===== config.mk =====
export PLATFORM = sky130hd
export DESIGN_NAME = trace_item_packer
export DESIGN_NICKNAME = d
export VERILOG_FILES = /design/src/rtl/continuous_monitoring_system_pkg.sv /design/src/rtl/trace_item_fifo.sv /design/src/rtl/trace_item_packer.sv
export SDC_FILE = /design/constraint.sdc
export NUM_CORES = 2
export LEC_CHECK = 0
export CORE_MARGIN = 10
export CORE_UTILIZATION = 60
export DETAILED_ROUTE_END_ITERATION = 12
export PLACE_DENSITY = 0.78
export SYNTH_ARGS = -nofsm -noshare
export SYNTH_HDL_FRONTEND = slang
export SYNTH_SLANG_ARGS = --single-unit

===== constraint.sdc =====
create_clock -name clk -period 5.9 [get_ports clk]
set_clock_uncertainty 0.1 [all_clocks]
set_input_delay 0.885 -clock clk [delete_from_list [all_inputs] [get_ports clk]]
set_output_delay 0.885 -clock clk [all_outputs]
set_load 0.03 [all_outputs]

===== src/rtl/continuous_monitoring_system_pkg.sv =====
// rtl/continuous_monitoring_system_pkg.sv - shared types for the trace capture path
package continuous_monitoring_system_pkg;

    localparam int DEFAULT_PC_WIDTH = 64;
    localparam int TRACE_ITEM_WIDTH = 64 + DEFAULT_PC_WIDTH;

    typedef struct packed {
        logic [31:0]                 delta;
        logic [31:0]                 instr;
        logic [DEFAULT_PC_WIDTH-1:0] pc;
    } trace_item_t;

    typedef enum logic {
        RUN   = 1'b0,
        FLUSH = 1'b1
    } packer_state_t;

endpackage


===== src/rtl/trace_item_fifo.sv =====
// rtl/trace_item_fifo.sv - first-word-fall-through FIFO holding packed trace items
module trace_item_fifo #(
    parameter int DEPTH = 16,
    parameter int WIDTH = 128
) (
    input  logic                     clk,
    input  logic                     rst,
    input  logic                     push,
    input  logic [WIDTH-1:0]         din,
    input  logic                     pop,
    output logic [WIDTH-1:0]         dout,
    output logic                     full,
    output logic                     empty,
    output logic [$clog2(DEPTH):0]   level
);
    localparam int AW = $clog2(DEPTH);

    logic [WIDTH-1:0] mem [DEPTH];
    logic [AW-1:0]    wr_ptr;
    logic [AW-1:0]    rd_ptr;
    logic [AW:0]      count;
    logic             do_push;
    logic             do_pop;

    assign full    = (count == (AW+1)'(DEPTH));
    assign empty   = (count == '0);
    assign level   = count;
    assign dout    = mem[rd_ptr];
    assign do_push = push & ~full;
    assign do_pop  = pop & ~empty;

    always_ff @(posedge clk) begin
        if (do_push) mem[wr_ptr] <= din;
    end

    // Pointers wrap naturally because DEPTH is a power of two.
    always_ff @(posedge clk or posedge rst) begin
        if (rst) begin
            wr_ptr <= '0;
            rd_ptr <= '0;
            count  <= '0;
        end else begin
            if (do_push) wr_ptr <= wr_ptr + 1'b1;
            if (do_pop)  rd_ptr <= rd_ptr + 1'b1;
            count <= count + (AW+1)'(do_push) - (AW+1)'(do_pop);
        end
    end
endmodule


===== src/rtl/trace_item_packer.sv =====
// rtl/trace_item_packer.sv - buffers filtered trace items and streams them as fixed-size packets
module trace_item_packer
    import continuous_monitoring_system_pkg::*;
#(
    parameter int FIFO_DEPTH   = 16,
    parameter int PACKET_ITEMS = 8,
    parameter int PC_WIDTH     = DEFAULT_PC_WIDTH
) (
    input  logic                          clk,
    input  logic                          rst,
    input  logic                          pc_valid,
    input  logic [PC_WIDTH-1:0]           pc,
    input  logic [31:0]                   instr,
    input  logic                          drop_instr,
    input  logic                          flush,
    output logic [64+PC_WIDTH-1:0]        m_axis_tdata,
    output logic                          m_axis_tvalid,
    input  logic                          m_axis_tready,
    output logic                          m_axis_tlast,
    output logic [$clog2(FIFO_DEPTH):0]   fifo_level,
    output logic [31:0]                   overflow_count
);
    localparam int CNT_W = (PACKET_ITEMS > 1) ? $clog2(PACKET_ITEMS) : 1;
    localparam int LVL_W = $clog2(FIFO_DEPTH) + 1;

    packer_state_t    state;
    logic [31:0]      delta_cnt;
    logic [CNT_W-1:0] pkt_cnt;
    logic             keep;
    logic             push;
    logic             lost;
    logic             beat;
    logic             full;
    logic             empty;
    logic             last_item;

    assign keep      = pc_valid & ~drop_instr;
    // Full is sampled before any same-cycle pop, and FLUSH refuses new items.
    assign push      = keep & ~full & (state == RUN);
    assign lost      = keep & ~push;
    assign beat      = m_axis_tvalid & m_axis_tready;
    assign last_item = (fifo_level == LVL_W'(1));

    assign m_axis_tvalid = ~empty;
    assign m_axis_tlast  = (pkt_cnt == CNT_W'(PACKET_ITEMS - 1)) |
                           ((state == FLUSH) & last_item);

    trace_item_fifo #(
        .DEPTH (FIFO_DEPTH),
        .WIDTH (64 + PC_WIDTH)
    ) u_fifo (
        .clk   (clk),
        .rst   (rst),
        .push  (push),
        .din   ({delta_cnt, instr, pc}),
        .pop   (beat),
        .dout  (m_axis_tdata),
        .full  (full),
        .empty (empty),
        .level (fifo_level)
    );

    always_ff @(posedge clk or posedge rst) begin
        if (rst) begin
            state          <= RUN;
            delta_cnt      <= '0;
            pkt_cnt        <= '0;
            overflow_count <= '0;
        end else begin
            if (push)                    delta_cnt <= 32'd1;
            else if (delta_cnt != '1)    delta_cnt <= delta_cnt + 32'd1;

            if (lost && overflow_count != '1) overflow_count <= overflow_count + 32'd1;

            if (beat) begin
                if (m_axis_tlast) pkt_cnt <= '0;
                else              pkt_cnt <= pkt_cnt + 1'b1;
            end

            case (state)
                // A flush that coincides with the final item leaving finds nothing to close.
                RUN:     if (flush && !empty && !(beat && last_item)) state <= FLUSH;
                FLUSH:   if (beat && last_item) state <= RUN;
                default: state <= RUN;
            endcase
        end
    end
endmodule

After elaboration in Yosys (flattened, before gate mapping)
Memory sizes are Yosys's and may differ from the RTL's.
Index checks and enable logic that the tools add are counted.
{"block": "word_totals", "ff_bits": 81, "mem_bits_rw": 2048, "in_bits": 102, "out_inout_bits": 167, "n_memories": 1}
{"block": "classes", "add_sub_neg": 7, "eq_ne": 5, "mux": 8, "n_bitwise": 14, "n_reduce_logical": 8}
{"name": "u_fifo.mem", "depth": 16, "width": 128, "rd": 1, "rd_clocked_by_memory_dff": 0, "write_ports": 1, "line": "trace_item_fifo.sv:18", "text": "logic [WIDTH-1:0] mem [DEPTH];"}
{"cell": "$add 32x1->32 const B", "count": 2}
{"cell": "$mux 32", "count": 2}
{"cell": "$ne 32x32->1 const B", "count": 2}
{"cell": "$add 4x1->4 const B", "count": 2}
{"cell": "$and 1x1->1", "count": 8}
{"cell": "$add 5x1->5", "count": 1}
{"cell": "$eq 5x1->1 const B", "count": 1}
{"cell": "$eq 5x5->1 const B", "count": 1}
{"cell": "$logic_not 5->1", "count": 1}
{"cell": "$not 1->1", "count": 5}
{"cell": "$sub 5x1->5", "count": 1}
{"cell": "$logic_and 1x1->1", "count": 4}
{"cell": "$mux 1", "count": 4}
{"cell": "$add 3x1->3 const B", "count": 1}
{"cell": "$eq 3x3->1 const B", "count": 1}
{"cell": "$mux 3", "count": 1}
{"cell": "$logic_not 1->1", "count": 2}
{"cell": "$pmux 1 s2", "count": 1}
{"cell": "$reduce_bool 2->1", "count": 1}
{"cell": "$or 1x1->1", "count": 1}

Logic depth before layout (Yosys ltp)
{"block": "logic_depth", "ltp_word": 8, "mapped_depth": 16, "mapped_depth_nobuf": 15}

By module
A second synthesis with hierarchy kept.
{"block": "unflattened", "cells_unflattened": 4092, "area_unflattened_um2": 82927.0}
{"mod": "trace_item_fifo", "n_inst": 1, "cells_per_inst": 3737, "area_each_um2": 79379.9, "seq_area_each_um2": 61824.3}
{"mod": "trace_item_packer", "n_inst": 1, "cells_per_inst": 355, "area_each_um2": 3547.2, "seq_area_each_um2": 1701.6}

Least setup slack after synthesis
No wires, ideal clock.
{"block": "synth_timing", "path_type": "flip-flop to flip-flop", "from": "register u_fifo.count[2] (netlist: u_fifo.level[2])", "to": "memory u_fifo.mem[0][0], enable pin", "setup_time_ns": 0.502, "t_arrival_ns": 4.829, "path_slack_ns": 0.469, "path_stages_with_launch": 8, "n_path_buf": 1, "path_cell_list": "dfrtp_1 -> inv_1 -> ha_1 -> and4bb_2 -> or3_1 -> clkbuf_1 -> nor3_1 -> and2_1"}
{"block": "synth_between", "elab_chain_len": 7}
{"element": "start: declaration", "line": "trace_item_fifo.sv:21", "text": "logic [AW:0] count;"}
{"element": "start signal: assignment", "line": "trace_item_fifo.sv:45", "text": "count <= count + (AW+1)'(do_push) - (AW+1)'(do_pop);"}
{"element": "$eq 5x5->1 *", "line": "trace_item_fifo.sv:25", "text": "assign full = (count == (AW+1)'(DEPTH));"}
{"element": "$not 1->1 *", "line": "trace_item_fifo.sv:29, trace_item_packer.sv:39"}
{"element": "$and 1x1->1 (2 in series)", "line": "trace_item_packer.sv:39", "text": "assign push = keep & ~full & (state == RUN);"}
{"element": "$and 1x1->1 *", "line": "trace_item_fifo.sv:29", "text": "assign do_push = push & ~full;"}
{"element": "$mux 1 *", "line": "trace_item_fifo.sv:33", "text": "if (do_push) mem[wr_ptr] <= din;"}
{"element": "$mux 1 (not written as such) *", "line": "trace_item_fifo.sv:33"}
{"element": "end: declaration", "line": "trace_item_fifo.sv:18"}
Every way passes the cells marked *; elsewhere a longest branch is shown, timed or not.

Worst setup path after layout
{"block": "layout_timing", "from": "register u_fifo.rd_ptr[1]", "to": "output m_axis_tdata[73]"}
{"block": "layout_between", "elab_chain_len": 1}
{"element": "start: declaration", "line": "trace_item_fifo.sv:20", "text": "logic [AW-1:0] rd_ptr;"}
{"element": "start signal: assignment", "line": "trace_item_fifo.sv:44", "text": "if (do_pop) rd_ptr <= rd_ptr + 1'b1;"}
{"element": "$mem_v2 16x128"}
{"element": "end: declaration", "line": "trace_item_packer.sv:16", "text": "output logic [64+PC_WIDTH-1:0] m_axis_tdata,"}
No other way between the ends.

==> out/metrics.json <==
{
  "area_share_of_the_largest_cell_type_after_synthesis_pct": 75.62,
  "post-dp-hpwl_um": 93440,
  "post_cts.repair.setup_buffers": 0,
  "route.detailed.wl_per_inst_um": 33.15,
  "power.density_cell_area_mw_per_mm2": 467.5,
  "worst-r2r-cell-count": 8,
  "cp_data_required_time_ps": 4910,
  "seq_power_share_pct": 41.7,
  "dr.first_iter.drc_count": 4773,
  "power.combinational.fraction_pct": 29.4,
  "insertion_delay_ps": 820,
  "netlist.top_cell.by_area": "edfxtp_1",
  "clock_tree.htree_level_count": 4,
  "flop_and_latch_count_out_of_synthesis": 2129,
  "antenna_left": 0,
  "sw_frac_of_total_pct": 29.96,
  "p_leak_nw": 29.48,
  "core_area_mm2": 0.1351,
  "synth_xor_xnor_area_share_pct": 0.5492,
  "postRouteWirelength_um": 190400,
  "synth_fa_ha_area_share_pct": 0.2554,
  "antenna_found_initial": 15,
  "endpoint_kind": "output port",
  "leftover_overflow_at_the_end_of_global_routing": 0,
  "postSynthNetCount": 3504,
  "syn_inst": 3386,
  "chipWidth_um": 388.2,
  "synth_sequential_area_ratio_pct": 78.11,
  "fmaxAchievable_ghz": 0.1918,
  "timing_hold_violations_final": 0,
  "area.growth.synth_to_final_pct": 14.73,
  "yosys.cell_count.top_type": "edfxtp_1",
  "crit-reg2reg-capture": "u_fifo.mem[12][107]",
  "synth-async-reset-ratio_pct": 3.805,
  "dieArea_mm2": 0.1507,
  "design.final.nets": 3907,
  "final_design_area_no_fill_mm2": 0.09331,
  "final.setup.tns_ps": 0,
  "via_count_of_the_first_global_routing_pass": 40280,
  "place_congestion": 0.8043,
  "synth_area_per_cell_um2": 24.02,
  "worstSetupPathType": "reg -> out",
  "io-pin-count": 269,
  "combinational_family_with_the_most_area_after_synthesis": "multiplexers",
  "grt_start_max_net_pins": 81,
  "maxCapViolCount": 0,
  "total_via_count_after_detailed_routing": 38780,
  "synthesis.yosys.warnings": 0,
  "most_instantiated_flip_flop_cell_in_the_synthesis_netlist": "edfxtp_1",
  "clk_pin_slew_ps": 60,
  "clock_sinks": 2129,
  "totalPowerFinal_mw": 43.62,
  "setup.reg_to_reg.worst_slack_ps": 1960,
  "detail_route.drc_violations": 0,
  "finalSetupViolCount": 0,
  "clock_power_share_pct": 28.8,
  "vdd_ir_drop_max_uv": 352.9,
  "synth_cell_types": 57,
  "tightestPinTransition_ps": 1049,
  "power.internal_mw": 30.55,
  "numCtsBuffers": 202,
  "synth_simple_gate_area_share_pct": 1.806,
  "source_of_the_worst_register_to_register_timing_path": "u_fifo.level[2]",
  "min_period_over_period_pct": 88.38,
  "maxSlewViolCount": 0,
  "grt_usage_pct": 25.45,
  "stdcell_count": 5744,
  "status": "finished, final reports clean",
  "placedInstanceArea_mm2": 0.08691,
  "power.switching_mw": 13.07,
  "crit_path_max_fanout": 46,
  "port_buffers": 268,
  "rsz0062_at_grt": "no",
  "crit_arrival_ps": 4230,
  "firstDrtPassIters": 5,
  "floorplan.initialDensity_pct": 60.19,
  "post-place-cells": 5366,
  "final_critical_period_ps": 5214,
  "post_synth_mux_area_share_pct": 17.33,
  "grt_first_pass_wirelength_um": 281700,
  "placement_rows": 135,
  "timing.max_slew.rel_slack_pct": 30.07,
  "hold_buffers": 0,
  "synth_top_cells_by_area": "edfxtp_1, mux4_2, dfrtp_1, buf_2, mux2i_1",
  "tritoncts": "built",
  "setup.worst_path.start_class": "flop",
  "vias_per_cell": 6.752,
  "root_buffer": "clkbuf_16",
  "complex_gate_fraction_of_the_synthesized_area_pct": 0.8692,
  "synth_commonest_cells": "edfxtp_1, mux4_2, dfrtp_1",
  "cp-startpoint": "u_fifo.rd_ptr[1]",
  "die_h_um": 388.2,
  "clock_path_buffers": 3,
  "synth_enable_flop_cells": 2048,
  "min-delay-path-class": "in -> async",
  "mappedNetlistArea_mm2": 0.08133,
  "ctsResizeCount": 0,
  "layout-drive-gt1-share_pct": 26.06
}
## metrics by stage
stage | utilization (%) | hold slack, ps | worst slack [ps]
4_1_cts | 69.03 | 350.2 | 569.1
6_report | 69.05 | 366.3 | 685.6
3_3_place_gp | 64.32 | 368.3 | 1508
5_1_grt | 69.04 | 404.8 | 505.5
2_1_floorplan | - | 353.8 | 469.3
3_5_place_dp | 64.32 | 377.3 | 1473
## how the worst max path moves through the flow
stage	depth (start not counted)	to	slack, ps
after floorplan	7	u_fifo.mem[0][0]	470
after global placement	7	u_fifo.mem[12][60]	1510
after detailed placement	7	u_fifo.mem[12][40]	1470
after CTS	6	m_axis_tdata[110]	570
after global routing	6	m_axis_tdata[110]	510
final	4	m_axis_tdata[73]	690
## power groups by stage
stage / sequential, mW / clock (mW) / combinational [mW]
2_1_floorplan: 18.0 / 0 / 8.92
3_3_place_gp: 18.5 / 0 / 12.8
3_5_place_dp: 18.5 / 0 / 12.9
4_1_cts: 18.2 / 12.7 / 13.1
5_1_grt: 18.3 / 13.3 / 13.6
6_report: 18.2 / 12.6 / 12.8
## cell usage in the layout, fill, tap and decap left out, types with 8 or more instances in the layout
cell	netlist	routed
dfrtp_1	81	77
clkinv_2	0	37
and4_1	10	10
inv_1	18	17
a211oi_1	27	27
and2_4	0	12
a21oi_1	42	42
or3_1	10	10
clkbuf_16	0	207
nor3_1	19	19
or4_1	12	12
xnor2_1	27	27
nor4_1	12	12
xor2_1	24	24
nand4_1	21	21
edfxtp_1	2048	2048
bufinv_16	0	17
mux4_2	613	613
ha_1	15	15
nor2b_1	28	28
mux2i_1	28	28
o21ai_0	8	8
and3_1	15	11
buf_4	4	47
clkdlybuf4s50_1	0	268
clkinv_1	0	47
diode_2	0	11
clkinvlp_4	0	8
nand2_1	45	45
buf_12	1	53
clkbuf_1	67	42
nand3_1	22	22
nor2_1	30	30
## layout make-up
| type | count | area (um^2) |
|---|---|---|
| multi-input cells | 1070 | 16980 |
| inverters | 18 | 68.82 |
| fillers | 7760 | 41820 |
| flip-flops and latches | 2129 | 63540 |
| clock inverters | 117 | 1021 |
| well taps | 1781 | 2228 |
| diodes | 11 | 27.53 |
| clock buffers | 250 | 5351 |
| repair buffers | 368 | 4096 |
## cells by family after synthesis
| logic type | count (synthesis) |
|---|---|
| adders and majority gates | 16 |
| and+or+nand+nor | 255 |
| buffers and inverters | 187 |
| DFF | 2129 |
| AOI/OAI and AO/OA | 106 |
| xor gates and xnor gates | 51 |
| muxes | 642 |
## worst max-delay path, stage by stage, from the launching register on
cell	delay [ps]
dfrtp_4	1030
buf_4	640
mux4_2	460
mux4_2	550
clkdlybuf4s50_1	630
## registers in the layout (all words and copies together) (netlist names)
signal          flops
pkt_cnt             3
u_fifo.level        5
delta_cnt          32
u_fifo.mem       2048
u_fifo.rd_ptr       4
overflow_count     32
state               1
u_fifo.wr_ptr       4
## metal layers
layer,vias to the layer above,wire (um),track usage [%]
met3,275,16810,5.058
met5,-,61,0
met1,20890,72270,35.63
met4,10,3738,6.698
li1,15360,-,-
met2,2247,97520,41.63
Power figures use the tool's default switching activity.
